$ cat src/rtl/rv32_pkg.sv
// rv32_pkg: shared RV32I opcode, immediate-type and decoded-beat definitions
package rv32_pkg;
    localparam logic [6:0] OPC_LOAD     = 7'b0000011;
    localparam logic [6:0] OPC_MISC_MEM = 7'b0001111;
    localparam logic [6:0] OPC_OP_IMM   = 7'b0010011;
    localparam logic [6:0] OPC_AUIPC    = 7'b0010111;
    localparam logic [6:0] OPC_STORE    = 7'b0100011;
    localparam logic [6:0] OPC_OP       = 7'b0110011;
    localparam logic [6:0] OPC_LUI      = 7'b0110111;
    localparam logic [6:0] OPC_BRANCH   = 7'b1100011;
    localparam logic [6:0] OPC_JALR     = 7'b1100111;
    localparam logic [6:0] OPC_JAL      = 7'b1101111;
    localparam logic [6:0] OPC_SYSTEM   = 7'b1110011;

    typedef enum logic [2:0] {
        IMM_I    = 3'd0,
        IMM_B    = 3'd1,
        IMM_S    = 3'd2,
        IMM_U    = 3'd3,
        IMM_J    = 3'd4,
        IMM_NONE = 3'd7
    } imm_type_e;

    typedef struct packed {
        logic [31:0] pc;
        logic [31:0] instr;
        imm_type_e   imm_type;
        logic        illegal;
    } beat_t;
endpackage

$ cat src/rtl/instr_class_dec.sv
// instr_class_dec: combinational opcode classifier giving immediate type and illegal flag
module instr_class_dec
    import rv32_pkg::*;
(
    input  logic [31:0] instr,
    output imm_type_e   imm_type,
    output logic        illegal
);
    // Matching the full 7-bit opcode also rejects instr[1:0] != 2'b11.
    always_comb begin
        imm_type = IMM_NONE;
        illegal  = 1'b0;
        case (instr[6:0])
            OPC_LOAD, OPC_OP_IMM, OPC_JALR, OPC_SYSTEM, OPC_MISC_MEM: imm_type = IMM_I;
            OPC_STORE:                                                 imm_type = IMM_S;
            OPC_BRANCH:                                                imm_type = IMM_B;
            OPC_LUI, OPC_AUIPC:                                        imm_type = IMM_U;
            OPC_JAL:                                                   imm_type = IMM_J;
            OPC_OP:                                                    imm_type = IMM_NONE;
            default:                                                   illegal  = 1'b1;
        endcase
    end
endmodule

$ cat src/rtl/decode_stage.sv
// decode_stage: fetch->decode register stage with 2-entry skid buffer and opcode classification
module decode_stage
    import rv32_pkg::*;
#(
    parameter int              XLEN     = 32,
    parameter logic [XLEN-1:0] RESET_PC = '0
) (
    input  logic            clk,
    input  logic            rst_n,
    input  logic            flush,
    input  logic            in_valid,
    output logic            in_ready,
    input  logic [31:0]     in_instr,
    input  logic [XLEN-1:0] in_pc,
    output logic            out_valid,
    input  logic            out_ready,
    output logic [XLEN-1:0] out_pc,
    output logic [24:0]     out_imm_bits,
    output logic [2:0]      out_imm_type,
    output logic [4:0]      out_rd,
    output logic [4:0]      out_rs1,
    output logic [4:0]      out_rs2,
    output logic [2:0]      out_funct3,
    output logic            out_funct7b5,
    output logic [6:0]      out_opcode,
    output logic            out_illegal
);
    beat_t     main_q, skid_q, new_beat;
    logic      main_v, skid_v, accept;
    imm_type_e dec_type;
    logic      dec_illegal;

    instr_class_dec u_dec (
        .instr    (in_instr),
        .imm_type (dec_type),
        .illegal  (dec_illegal)
    );

    assign accept   = in_valid && in_ready;
    assign new_beat = '{pc: in_pc, instr: in_instr, imm_type: dec_type, illegal: dec_illegal};

    // Main drains first; skid only fills when main is held, so in_ready never depends on out_ready.
    always_ff @(posedge clk) begin
        if (!rst_n || flush) begin
            main_v   <= 1'b0;
            skid_v   <= 1'b0;
            in_ready <= 1'b1;
            if (!rst_n) begin
                main_q <= '{pc: RESET_PC, instr: '0, imm_type: IMM_I, illegal: 1'b0};
                skid_q <= '{pc: '0, instr: '0, imm_type: IMM_I, illegal: 1'b0};
            end
        end else if (!main_v || out_ready) begin
            main_v   <= skid_v || accept;
            main_q   <= skid_v ? skid_q : accept ? new_beat : main_q;
            skid_v   <= 1'b0;
            in_ready <= 1'b1;
        end else if (accept) begin
            skid_q   <= new_beat;
            skid_v   <= 1'b1;
            in_ready <= 1'b0;
        end
    end

    assign out_valid    = main_v;
    assign out_pc       = main_q.pc;
    assign out_imm_bits = main_q.instr[31:7];
    assign out_imm_type = main_q.imm_type;
    assign out_rd       = main_q.instr[11:7];
    assign out_rs1      = main_q.instr[19:15];
    assign out_rs2      = main_q.instr[24:20];
    assign out_funct3   = main_q.instr[14:12];
    assign out_funct7b5 = main_q.instr[30];
    assign out_opcode   = main_q.instr[6:0];
    assign out_illegal  = main_q.illegal;
endmodule
$ cat config.mk
export PLATFORM = sky130hd
export DESIGN_NAME = decode_stage
export DESIGN_NICKNAME = d
export VERILOG_FILES = /design/src/rtl/rv32_pkg.sv /design/src/rtl/instr_class_dec.sv /design/src/rtl/decode_stage.sv
export SDC_FILE = /design/constraint.sdc
export NUM_CORES = 1
export LEC_CHECK = 0
export ABC_AREA = 1
export BUFFER_PORTS_ARGS = -buffer_cell sky130_fd_sc_hd__buf_2
export CAP_MARGIN = 5
export CORE_MARGIN = 4
export CORE_UTILIZATION = 58
export DETAILED_ROUTE_END_ITERATION = 16
export PLACE_DENSITY = 0.87
export SLEW_MARGIN = 10
export SYNTH_ARGS = -nofsm -noshare
export SYNTH_HDL_FRONTEND = slang
export SYNTH_HIERARCHICAL = 1
export SYNTH_SLANG_ARGS = --single-unit
$ cat constraint.sdc
create_clock -name clk -period 4.9 [get_ports clk]
set_input_delay 0.49 -clock clk [delete_from_list [all_inputs] [get_ports clk]]
set_output_delay 0.49 -clock clk [all_outputs]
set_load 0.05 [all_outputs]
==> results of run 1 <==
[layout by cell type, fill, tap and decap left out, types with 5 or more instances in the layout]
cell,instances
sky130_fd_sc_hd__nand2_1,142
sky130_fd_sc_hd__nand3_1,5
sky130_fd_sc_hd__edfxtp_1,136
sky130_fd_sc_hd__buf_2,157
sky130_fd_sc_hd__inv_1,79
sky130_fd_sc_hd__clkbuf_16,16
sky130_fd_sc_hd__a21oi_2,52
sky130_fd_sc_hd__nor2_1,81
sky130_fd_sc_hd__a21oi_1,18
sky130_fd_sc_hd__nand2_2,10
sky130_fd_sc_hd__nand2_4,13
[how the worst max path moves through the flow]
stage,endpoint
6_report,out_funct3[2]$_SDFFCE_PP0P_
5_1_grt,out_funct3[2]$_SDFFCE_PP0P_
4_1_cts,out_imm_bits[21]$_SDFFCE_PP0P_
3_5_place_dp,out_imm_bits[21]$_SDFFCE_PP0P_
3_3_place_gp,out_imm_type[0]$_SDFFCE_PP0P_
2_1_floorplan,out_funct3[0]$_SDFFCE_PP0P_
[where the power goes]
| part | total [mW] | internal [mW] | switching, mW |
|---|---|---|---|
| clock | 1.29 | 0.818 | 0.471 |
| sequential | 1.43 | 1.40 | 0.0295 |
| combinational | 0.406 | 0.0875 | 0.319 |
[metal layers]
layer / track usage [%] / vias up / wire length, µm
li1: - / 2161 / -
met1: 25.51 / 2047 / 4909
met2: 33.41 / 213 / 6293
met3: 5.093 / 27 / 1106
met4: 8.013 / 0 / 236
met5: 0 / - / 0
[cell type report]
type / instances / share of cell area [%]
clock inverters: 14 / 2.307
clock buffers: 18 / 5.427
flip-flops and latches: 139 / 53.87
well taps: 140 / 2.275
repair buffers: 159 / 10.40
diodes: 1 / 0.03250
multi-input cells: 328 / 21.63
inverters: 82 / 4.062
[kinds of logic (layout without fill, tap and decap cells)]
kind of cell    Yosys count  count (layout)  synth area share [%]
simple gates            256             256                 16.73
flops                   139             139                 63.98
buf+inv                 131             273                 10.66
compound gates           72              72                 8.634
other cells               0               1                     0
[metrics by stage]
stage,setup WS [ps],area [µm²]
6_report,2024,7700
5_1_grt,1806,7697
4_1_cts,2021,7697
3_5_place_dp,2030,7102
3_3_place_gp,2132,7102
2_1_floorplan,2055,6477
[flip-flops by register name, indices dropped and copies added (netlist names)]
register	cells
out_funct7b5	1
out_imm_bits	21
out_imm_type	3
out_pc	32
out_funct3	3
out_valid	1
out_illegal	1
skid_v	1
out_opcode	7
skid_q	68
in_ready	1
[worst max-delay path, cell delays in order (launching register included)]
cell and delay (ps):
sky130_fd_sc_hd__dfxtp_4 970, sky130_fd_sc_hd__inv_6 410, sky130_fd_sc_hd__nand2_1 220, sky130_fd_sc_hd__nand3_1 140, sky130_fd_sc_hd__nand2_4 680
==> metrics.sh, run 1 <==
ROUTED_WIRELENGTH_UM=12550
NUMBER_OF_GLOBAL_ROUTE_VIAS_BEFORE_REPAIR=4321
SETUP.WORST_PATH.CLASS='flop to flop'
TIGHTEST_SLEW_PS=937.7
WORST_EP_ARRIVAL_TIME_PS=3010
MAPPEDNETLISTAREA_MM2=0.006477
SEQ_AREA_MM2=0.004148
AVGROUTEDWIREPERCELL_UM=14.24
CLK_PATH_BUF_DEPTH=2
MIN_FROM='out_ready'
PLACED_CELLS=848
FINAL.FILL_COUNT=769
CTS_TREE='done'
GLOBALPLACE.CONGESTION=0.7587
GRT_ANTENNA_BEFORE_REPAIR=0
CRITPATHMAXFANOUT=69
SYNTH-EDFF-COUNT=136
NETLIST_INSTANCES=598
RESULT_OF_THE_RUN='finished, final reports clean'
ROWS=38
FINALHOLDWORSTSLACK_PS=235.3
R2R_START='skid_v$_SDFFE_PP0P_'
POWER.DENSITY_CELL_AREA_mW_PER_MM2=405.3
HOLD_BUFFER_COUNT_AT_CTS=0
YOSYS-TOP-CELLS-AREA='sky130_fd_sc_hd__edfxtp_1, sky130_fd_sc_hd__nand2_1, sky130_fd_sc_hd__a21oi_2, sky130_fd_sc_hd__nor2_1, sky130_fd_sc_hd__inv_1'
POSTSYNTH.TOPFLOPCELL='sky130_fd_sc_hd__edfxtp_1'
DESIGN.DIE.AREA_MM2=0.01292
LAYOUT.NETS=796
CTS.REPORTEDPATHS.CLKPINSLEW_PS=60
MAXIMUM_NUMBER_OF_PINS_ON_ONE_NET_BEFORE_GLOBAL_ROUTE_REPAIR=70
PORT-BUFFER-COUNT=157
START_KIND='flop'
GRT_SETUP_UNREPAIRED='false'
TIMING.FINAL.SETUP_VIOLATIONS=0
DIE_W_UM=113.7
WORSTHOLDPATHCELLS=3
VIA_COUNT=4448
CAP_VIOL_MAX_COUNT=0
GRT_FIRST_PASS_WIRELENGTH_UM=20380
MULTI_INPUT_AREA_MM2=0.001665
DRTITER0DRC=302
SYNTHARSTFLOPSHARE_PCT=0
POSTCTSSETUPBUFFERS=0
SYNTH.FF_LATCH_COUNT=139
RELSLEWSLACK_PCT=37.49
INITIAL_CORE_UTIL_PCT=59.49
MIN_PERIOD_OVER_PERIOD_PCT=58.70
YOSYS.CELL_COUNT.TOP_TYPE='sky130_fd_sc_hd__nand2_1'
WORSTSETUPENDPOINTTYPE='flop'
TRITONCTS.NUM_BUFFERS=17
YS_SEQ_AREA_SHARE_PCT=63.98
SYNTH_AREA_LEADER_CELL='sky130_fd_sc_hd__edfxtp_1'
OVERALL_POWER_OF_THE_COMPLETED_LAYOUT_mW=3.121
MAXCLOCKFREQUENCY_GHz=0.3477
CLOCK_LATENCY_PS=510
CTS-RESIZED-GATES=0
SYNTHESIS.YOSYS.WARNINGS=6
SETUP.WORST_PATH.START='skid_v$_SDFFE_PP0P_'
WORST-R2R-CELL-COUNT=4
DIE_H_UM=113.7
SYNTHDISTINCTLIBCELLS=22
FINALWORSTPATHREQUIREDPERIOD_PS=2876
FINAL-INSTANCE-COUNT-EXCL-FILL=881
FINAL-HOLD-VIOLATION-COUNT=0
GLOBAL_ROUTE.OVERFLOW_TOTAL=0
DRTPASS1ITERATIONS=8
RR_ENDPOINT='out_funct3[2]$_SDFFCE_PP0P_'
NUMCLOCKSINKS=139
SYN_AREA_PER_CELL_UM2=10.83
MOST_USED_STANDARD_CELLS_IN_THE_SYNTHESIZED_NETLIST='sky130_fd_sc_hd__nand2_1, sky130_fd_sc_hd__edfxtp_1, sky130_fd_sc_hd__nor2_1'
BOUNDARYPINS=158
SYNTH_TOP_CELL_AREA_SHARE_PCT=63.05
CLK_ROOT_BUFFER_CELL='sky130_fd_sc_hd__clkbuf_8'
DRC=0
SYN_NETS=667
POST_DRT_ANTENNA_NETS=0
MIN-DELAY-PATH-CLASS='input port to flop'
SLEW_VIOL_FINAL=0
GROUTE.USAGE.OVERALL_PCT=20.15
COREAREA_MM2=0.01089
TIMING.HOLD.WORST_ENDPOINT='in_ready$_SDFFE_PP1P_'
SYN_TO_FINAL_GROWTH_PCT=18.87
LEAKAGE_POWER_FIGURE_nW=3.626
VDD.IR_DROP.WORST_mV=0.1965
CP.REQUIRED_PS=5030
REGTOREGSETUPSLACK_PS=2020
ROUTE.DETAILED.VIAS_PER_INST=5.049
DETAILED_PLACE_HPWL_UM=7975
CLOCK-SKEW-FINAL_PS=6.191
FINAL_LAYOUT_SIZE_SUFFIX_GT1_SHARE_PCT=36.76
UTILIZATION_PCT=70.72
NUMBER_OF_LEVELS_IN_THE_CLOCK_H_TREE=4
FIN_SETUP_TNS_PS=0
Power figures use the tool's default switching activity.
==> run 2: changes to the inputs <==
--- a/config.mk
+++ b/config.mk
@@ -9,9 +9,9 @@
 export BUFFER_PORTS_ARGS = -buffer_cell sky130_fd_sc_hd__buf_2
 export CAP_MARGIN = 5
 export CORE_MARGIN = 4
-export CORE_UTILIZATION = 58
+export CORE_UTILIZATION = 48
 export DETAILED_ROUTE_END_ITERATION = 16
-export PLACE_DENSITY = 0.87
+export PLACE_DENSITY = 0.77
 export SLEW_MARGIN = 10
 export SYNTH_ARGS = -nofsm -noshare
 export SYNTH_HDL_FRONTEND = slang
==> constraint.sdc (replaced) <==
create_clock -name clk -period 2.51 [get_ports clk]
set_input_delay 0.251 -clock clk [delete_from_list [all_inputs] [get_ports clk]]
set_output_delay 0.251 -clock clk [all_outputs]
set_load 0.05 [all_outputs]
==> metrics.sh, run 2 (synthesized netlist as in run 1, its figures left out) <==
RESULT_OF_THE_RUN='finished, final reports clean'
FIN_SETUP_TNS_PS=0
TRITONCTS.NUM_BUFFERS=17
GROUTE.USAGE.OVERALL_PCT=16.90
HOLD_BUFFER_COUNT_AT_CTS=0
GRT_ANTENNA_BEFORE_REPAIR=0
ROUTE.DETAILED.VIAS_PER_INST=4.773
LEAKAGE_POWER_FIGURE_nW=3.664
CTS-RESIZED-GATES=0
NUMBER_OF_LEVELS_IN_THE_CLOCK_H_TREE=4
DRTPASS1ITERATIONS=4
MET3_LENGTH_UM=892
WORST_EP_ARRIVAL_TIME_PS=1750
SETUP.WORST_PATH.CLASS='flop to flop'
CRITPATHMAXFANOUT=42
OVERALL_POWER_OF_THE_COMPLETED_LAYOUT_mW=6.087
UTILIZATION_PCT=59.03
CAP_VIOL_MAX_COUNT=0
REGMOSTFLOPS='skid_q'
VDD.IR_DROP.WORST_mV=0.3630
DRTITER0DRC=258
MIN-DELAY-PATH-CLASS='input port to flop'
INITIAL_CORE_UTIL_PCT=48.91
RR_ENDPOINT='out_pc[13]$_SDFFCE_PP0P_'
POSTCTSSETUPBUFFERS=0
RELSLEWSLACK_PCT=39.89
TIGHTEST_SLEW_PS=901.6
START_KIND='flop'
POST_DRT_ANTENNA_NETS=0
FINAL_CELL_AREA_MM2=0.007818
CLOCK-SKEW-FINAL_PS=5.569
MAXCLOCKFREQUENCY_GHz=0.6029
CLK_ROOT_BUFFER_CELL='sky130_fd_sc_hd__clkbuf_16'
FINAL_LAYOUT_SIZE_SUFFIX_GT1_SHARE_PCT=36.16
BOUNDARYPINS=158
GLOBAL_ROUTE.OVERFLOW_TOTAL=0
DETAILED_PLACE_HPWL_UM=8324
ROUTED.TOP_LAYER='met4'
CP.REQUIRED_PS=2600
FINAL_CELL_MIX='sky130_fd_sc_hd__buf_2, sky130_fd_sc_hd__nand2_1, sky130_fd_sc_hd__edfxtp_1'
CLK_PATH_BUF_DEPTH=2
LAYOUT.NETS=800
NUMBER_OF_GLOBAL_ROUTE_VIAS_BEFORE_REPAIR=4242
ROUTED_WIRELENGTH_UM=12550
WORSTSETUPENDPOINTTYPE='flop'
MIN_FROM='out_ready'
DIE_W_UM=124.2
REGTOREGSETUPSLACK_PS=850
GRT_SETUP_UNREPAIRED='false'
MET1_LENGTH_UM=5108
DRC=0
WORST-R2R-CELL-COUNT=5
CTS.REPORTEDPATHS.CLKPINSLEW_PS=50
AVGROUTEDWIREPERCELL_UM=13.64
DIE_H_UM=124.2
CLOCK_LATENCY_PS=410
CRIT_END='out_pc[13]$_SDFFCE_PP0P_'
R2R_START='in_ready$_SDFFE_PP1P_'
SLEW_VIOL_FINAL=0
MIN_PERIOD_OVER_PERIOD_PCT=66.08
FINALHOLDWORSTSLACK_PS=98.23
LARGEST_REG_FLOPS=68
PLACEMENT.CELL_AREA_MM2=0.007227
MAXIMUM_NUMBER_OF_PINS_ON_ONE_NET_BEFORE_GLOBAL_ROUTE_REPAIR=69
FINALWORSTPATHREQUIREDPERIOD_PS=1659
ROWS=42
MET2WIRELENGTH_UM=6324
VIA_COUNT=4391
NUMCLOCKSINKS=139
COREAREA_MM2=0.01324
SETUP.WORST_PATH.START='in_ready$_SDFFE_PP1P_'
GRT_FIRST_PASS_WIRELENGTH_UM=19790
DESIGN.DIE.AREA_MM2=0.01542
POWER.DENSITY_CELL_AREA_mW_PER_MM2=778.6
FINAL-HOLD-VIOLATION-COUNT=0
PORT-BUFFER-COUNT=157
FINAL_COMMON_CELL='sky130_fd_sc_hd__buf_2'
SYN_TO_FINAL_GROWTH_PCT=20.69
TIMING.FINAL.SETUP_VIOLATIONS=0
GLOBALPLACE.CONGESTION=0.7709
CTS_TREE='done'
ANTENNA_CELLS=0
## run 2: cell types whose count changed in the layout (fill, tap and decap cells not counted), moves of 3 or more
cell                         delta
sky130_fd_sc_hd__clkbuf_1       +3
sky130_fd_sc_hd__clkinv_1       +4
sky130_fd_sc_hd__clkinv_2       -4
sky130_fd_sc_hd__buf_12         +4
sky130_fd_sc_hd__clkinvlp_4     -3
## run 2: worst min-delay path by stage
| stage | endpoint | slack, ps | depth (start not counted) |
|---|---|---|---|
| floorplan | in_ready$_SDFFE_PP1P_ | 390 | 2 |
| global placement | skid_v$_SDFFE_PP0P_ | 460 | 2 |
| detailed placement | skid_v$_SDFFE_PP0P_ | 500 | 2 |
| CTS | in_ready$_SDFFE_PP1P_ | 80 | 3 |
| global route | in_ready$_SDFFE_PP1P_ | 100 | 3 |
| finish | in_ready$_SDFFE_PP1P_ | 100 | 3 |
## run 2: report_power, final
part | switching, mW | leakage [nW] | internal [mW]
logic | 0.628 | 1.95 | 0.183
registers | 0.0506 | 1.44 | 2.72
clock network | 0.862 | 0.280 | 1.64
## run 2: area by class of cell
| type | count | area [µm²] |
|---|---|---|
| fillers | 1112 | 5425 |
| clock inverters | 11 | 150.1 |
| flip-flops and latches | 139 | 4148 |
| clock buffers | 21 | 440.4 |
| repair buffers | 163 | 880.8 |
| multi-input cells | 328 | 1665 |
| well taps | 176 | 220.2 |
| inverters | 82 | 312.8 |
## run 2: layer usage
metal,vias up,GRT usage (%)
met5,-,0
met4,0,7.871
met3,21,5.177
met2,140,27.57
met1,2062,20.58
li1,2168,-
## run 2: through the flow
step | std cells | worst slack [ps]
after floorplan | 598 | 315.8
after global placement | 888 | 949.7
after detailed placement | 888 | 865.2
after CTS | 920 | 848.0
after global routing | 920 | 747.6
final | 920 | 851.3
## run 2: critical path, stage by stage (launching register included)
cell	delay (ps)
sky130_fd_sc_hd__dfxtp_1	350
sky130_fd_sc_hd__nand2_1	100
sky130_fd_sc_hd__nand2_1	100
sky130_fd_sc_hd__nand3_1	120
sky130_fd_sc_hd__nand2_4	340
sky130_fd_sc_hd__buf_12	290
